File: config.mk
export PLATFORM = sky130hd
export DESIGN_NAME = alu_issue_seq
export DESIGN_NICKNAME = d
export VERILOG_FILES = /design/src/rtl/alu_issue_seq.sv
export SDC_FILE = /design/constraint.sdc
export NUM_CORES = 2
export LEC_CHECK = 0
export CAP_MARGIN = 20
export CORE_UTILIZATION = 40
export DETAILED_ROUTE_END_ITERATION = 16
export GPL_TIMING_DRIVEN = 0
export HOLD_SLACK_MARGIN = 0.05
export SLEW_MARGIN = 10
export SYNTH_ARGS = -nofsm -noshare
export SYNTH_HDL_FRONTEND = slang
export SYNTH_SLANG_ARGS = --single-unit
File: constraint.sdc
create_clock -name clk -period 56.3 [get_ports clk]
set_clock_uncertainty 0.2 [all_clocks]
set_input_delay 5.63 -clock clk [delete_from_list [all_inputs] [get_ports clk]]
set_output_delay 5.63 -clock clk [all_outputs]
set_load 0.005 [all_outputs]
File: src/rtl/alu_issue_seq.sv
// alu_issue_seq: accepts encoded operation words and reads their operands
// from a local 32-entry register file. It drives a combinational ALU, waits
// a fixed number of cycles, writes the result back to the register file and
// reports each completion on a valid/ready channel. This block does no
// arithmetic of its own.
module alu_issue_seq #(
    parameter int ALU_LAT = 1,   // cycles from ALU port update to result sample (1..15)
    parameter int NREG    = 32   // register-file entries (5-bit register fields)
) (
    input  logic        clk,
    input  logic        rst,
    input  logic        op_valid,
    output logic        op_ready,
    input  logic [31:0] op_word,
    output logic [31:0] alu_in1,
    output logic [31:0] alu_in2,
    output logic [15:0] alu_imm,
    output logic [4:0]  alu_sh,
    output logic [4:0]  alu_op,
    input  logic [31:0] alu_result,
    output logic        wb_valid,
    input  logic        wb_ready,
    output logic [4:0]  wb_rd,
    output logic [31:0] wb_data,
    input  logic [4:0]  dbg_addr,
    output logic [31:0] dbg_data
);

    typedef enum logic [1:0] {
        IDLE  = 2'd0,
        ISSUE = 2'd1,
        WAIT  = 2'd2,
        WB    = 2'd3
    } state_t;

    state_t      state_q, state_d;
    logic [31:0] op_q, op_d;
    logic [3:0]  cnt_q, cnt_d;
    logic [31:0] alu_in1_q, alu_in1_d;
    logic [31:0] alu_in2_q, alu_in2_d;
    logic [15:0] alu_imm_q, alu_imm_d;
    logic [4:0]  alu_sh_q, alu_sh_d;
    logic [4:0]  alu_op_q, alu_op_d;
    logic [4:0]  wb_rd_q, wb_rd_d;
    logic [31:0] wb_data_q, wb_data_d;

    // Register-file write port, driven from the WAIT state.
    logic        rf_we;
    logic [4:0]  rf_waddr;
    logic [31:0] rf_wdata;

    logic [31:0] regs_q [NREG];

    // Fields of the latched operation word.
    logic [4:0]  f_op, f_rd, f_rs, f_rt, f_sh;
    logic [15:0] f_imm;
    logic        f_iform;

    // Bit 0 of the operation word carries no meaning in either form.
    logic        unused_op_bit;
    assign unused_op_bit = op_q[0];

    assign f_op    = op_q[31:27];
    assign f_rd    = op_q[26:22];
    assign f_rs    = op_q[21:17];
    assign f_rt    = op_q[16:12];
    assign f_sh    = op_q[11:7];
    assign f_imm   = op_q[16:1];
    assign f_iform = op_q[31];

    // Output view of the sequencer state and of the held ALU/completion regs.
    assign op_ready = (state_q == IDLE) && !rst;
    assign wb_valid = (state_q == WB);
    assign wb_rd    = wb_rd_q;
    assign wb_data  = wb_data_q;
    assign alu_in1  = alu_in1_q;
    assign alu_in2  = alu_in2_q;
    assign alu_imm  = alu_imm_q;
    assign alu_sh   = alu_sh_q;
    assign alu_op   = alu_op_q;
    assign dbg_data = regs_q[dbg_addr];

    // Register file: one flop word per entry. Entry 0 is never written, so
    // it stays at its reset value of zero and always reads 0.
    generate
        for (genvar gi = 0; gi < NREG; gi++) begin : g_rf
            // Capture the write-back value when this entry is addressed.
            always_ff @(posedge clk or posedge rst) begin
                if (rst) begin
                    regs_q[gi] <= '0;
                end else if (rf_we && (rf_waddr == 5'(gi))) begin
                    regs_q[gi] <= rf_wdata;
                end
            end
        end
    endgenerate

    // State, latched operation, latency counter, ALU ports and completion record.
    always_ff @(posedge clk or posedge rst) begin
        if (rst) begin
            state_q   <= IDLE;
            op_q      <= '0;
            cnt_q     <= '0;
            alu_in1_q <= '0;
            alu_in2_q <= '0;
            alu_imm_q <= '0;
            alu_sh_q  <= '0;
            alu_op_q  <= '0;
            wb_rd_q   <= '0;
            wb_data_q <= '0;
        end else begin
            state_q   <= state_d;
            op_q      <= op_d;
            cnt_q     <= cnt_d;
            alu_in1_q <= alu_in1_d;
            alu_in2_q <= alu_in2_d;
            alu_imm_q <= alu_imm_d;
            alu_sh_q  <= alu_sh_d;
            alu_op_q  <= alu_op_d;
            wb_rd_q   <= wb_rd_d;
            wb_data_q <= wb_data_d;
        end
    end

    // Next-state logic: everything holds by default, so the ALU ports stay
    // stable through WAIT and the completion record stays stable through WB.
    always_comb begin
        state_d   = state_q;
        op_d      = op_q;
        cnt_d     = cnt_q;
        alu_in1_d = alu_in1_q;
        alu_in2_d = alu_in2_q;
        alu_imm_d = alu_imm_q;
        alu_sh_d  = alu_sh_q;
        alu_op_d  = alu_op_q;
        wb_rd_d   = wb_rd_q;
        wb_data_d = wb_data_q;
        rf_we     = 1'b0;
        rf_waddr  = f_rd;
        rf_wdata  = alu_result;

        case (state_q)
            IDLE: begin
                if (op_valid) begin
                    op_d    = op_word;
                    state_d = ISSUE;
                end
            end
            ISSUE: begin
                alu_op_d  = f_op;
                alu_in1_d = regs_q[f_rs];
                if (f_iform) begin
                    alu_in2_d = '0;
                    alu_imm_d = f_imm;
                    alu_sh_d  = '0;
                end else begin
                    alu_in2_d = regs_q[f_rt];
                    alu_imm_d = '0;
                    alu_sh_d  = f_sh;
                end
                cnt_d   = 4'(ALU_LAT - 1);
                state_d = WAIT;
            end
            WAIT: begin
                if (cnt_q == 4'd0) begin
                    // Writes to register 0 are dropped but still reported.
                    rf_we     = (f_rd != 5'd0);
                    wb_rd_d   = f_rd;
                    wb_data_d = alu_result;
                    state_d   = WB;
                end else begin
                    cnt_d = cnt_q - 4'd1;
                end
            end
            WB: begin
                if (wb_ready) begin
                    state_d = IDLE;
                end
            end
            default: begin
                state_d = IDLE;
            end
        endcase
    end

endmodule

==> out/qor.yml <==
final.setup.tns_ps: 0
filler_cell_count: 15433
ant_nets: 0
synthCells: 5130
critPathMaxFanout: 10
die_x_um: 418.2
synthesis.nets: 5210
finalPower_mw: 5.361
post_cts_buffers: 0
hold_path.class: "flip-flop to flip-flop"
seq_area_frac_synth: 0.4291
grt_usage: 0.3763
final_cell_mix: "1188 x dfrtp_1, 1105 x mux2_2, 774 x mux2i_1"
synth_edf_count: 0
clockBufferDepth: 3
p_leak_nw: 34.90
drive_above_1_share: 0.3771
synth_area_per_cell_sq_um: 13.51
via_per_inst: 6.896
dieArea_sq_um: 174900
portBuffers: 227
detail_route.wl_per_cell_um: 41.53
multi_input_area_sq_um: 36720
dp_cells: 7744
route.detailed.drc: 0
setup_violations: 0
drt_pre_antenna_iters: 11
postCtsHoldBufs: 0
gp_congestion: 1.006
cts_tree: "built"
final_common_cell: "dfrtp_1"
die_h_um: 418.2
crit_type: "primary input to primary output"
synth-async-reset-ratio: 1.000
hold_viol_final: 0
rows: 152
drt_iter0_markers: 8524
maxSlewViolCount: 0
nets: 5667
boundaryPins: 234
fmax_ghz: 0.06701
regArea_sq_um: 29730
cts_resized: 0
cts.sinks: 1188
htree_levels: 4
synth_ff_type: "dfrtp_1"
relSlewSlack: 0.09448
clkLatencyLatePin_ps: 830
final_util: 0.4711
antenna_found_initial: 16
fin_crit_ps: 14920
yosys_register_bits: 1188
synth_cell_types: 39
vias: 55307
start_kind: "primary input"
grt_pass1_wl_um: 448500
hold_slack_ps: 275.3
ir_worst_vdd_mv: 0.07288
wl_um: 333100
path_clk_slew_ps: 60
status: "complete, no violations"
powerDensity_nw_per_um2: 66.26
period_share: 0.2651
grt_start_max_net_pins: 115
end_kind: "primary output"
area_growth_pct: 16.77
worstPathRequired_ps: 50470
overflow: 0
numCtsBuffers: 140
cts-root-buf: "clkbuf_16"
rsz0062_at_grt: "no"
start_util: 0.4035
arrival_ps: 9090
tightest_slew_ps: 1358
syn_area_sq_um: 69290
max_cap_viol_count: 0
hpwl_um: 226700
coreArea_sq_um: 171700
layoutNonFillerInstCount: 8020
ys_warn_count: 0
first_global_vias: 53710
==> layout make-up <==
cell class / instances / share of cell area
inverters: 61 / 0.002923
flip-flops and latches: 1188 / 0.3674
diodes: 14 / 0.0004330
plain buffers: 574 / 0.03292
multi-input cells: 3307 / 0.4539
repair buffers: 315 / 0.04560
clock buffers: 205 / 0.05300
clock inverters: 46 / 0.008088
well taps: 2310 / 0.03572
==> synthesized netlist by cell type, types with 46 or more instances <==
library cell  count  area, sq um
a21oi_1         187        935.9
mux2_1           46        518.0
mux4_2          448        10090
inv_1            61        229.0
dfrtp_1        1188        29730
a221oi_1         60        525.5
a22o_1           59        516.8
buf_2           168        840.8
buf_4            47        352.8
mux2_2         1105        12440
mux2i_1         774         7747
clkbuf_1        324         1216
a22oi_1         261         1959
nand2_1         148        555.5
==> worst paths after layout <==
path                              from     endpoint  slack [ps]  cells after the start
setup / recovery           dbg_addr[1]  dbg_data[4]       41380                      6
hold / removal             wb_data[13]  wb_data[13]         280                      2
setup reg to reg            state_q[0]  regs_q[256]       51880                     10
min in group asynchronous          rst    alu_sh[1]        5170                      2
hold reg to reg            wb_data[13]  wb_data[13]         280                      2
max in group asynchronous          rst  regs_q[247]       48330                      6
==> report_power, final <==
part | total [mW] | internal (mW) | switching [mW]
sequential | 1.59 | 1.23 | 0.363
combinational | 2.78 | 1.22 | 1.56
clock | 0.996 | 0.596 | 0.400
==> sequential cells by signal, summed over array words and instances, names as in the netlist <==
signal   count
regs_q    1024
alu_in1     32
alu_in2     32
wb_data     32
op_q        31
alu_imm     16
alu_op       5
alu_sh       5
wb_rd        5
cnt_q        4
state_q      2
==> cells by family (layout without fill, tap and decap cells) <==
group,count (synthesis),after routing,synth area share
flip-flops,1188,1188,0.4291
AND/OR/NAND/NOR,264,264,0.01809
adder cells (fa/ha/maj),7,7,0.001264
AO/OA/AOI/OAI,663,663,0.06615
multiplexers,2373,2373,0.4445
buffers and inverters,635,1201,0.04096
other,0,14,0
==> critical path, stage by stage <==
cell	delay (ps)
clkbuf_1	680
clkbuf_1	1060
mux4_2	450
mux4_2	510
mux2_2	310
clkdlybuf4s50_1	450
==> per-stage QoR <==
stage / worst slack (ps) / instance area (sq um)
2_1_floorplan: 17000 / 69290
4_1_cts: 41560 / 80740
3_3_place_gp: 1681 / 74450
5_1_grt: 41550 / 80870
3_5_place_dp: 41580 / 75800
6_report: 41380 / 80910
==> per-layer routing <==
| metal | share of wire | routed length (um) | track usage | vias to the layer above |
|---|---|---|---|---|
| met5 | 0.0011 | 356 | 0.008336 | - |
| met4 | 0.092 | 30570 | 0.2827 | 21 |
| met3 | 0.13 | 44160 | 0.1492 | 1427 |
| met2 | 0.42 | 138600 | 0.5347 | 4510 |
| met1 | 0.36 | 119400 | 0.4572 | 28668 |
| li1 | - | - | - | 20681 |
Note: power is estimated with default switching activity, not from simulation.
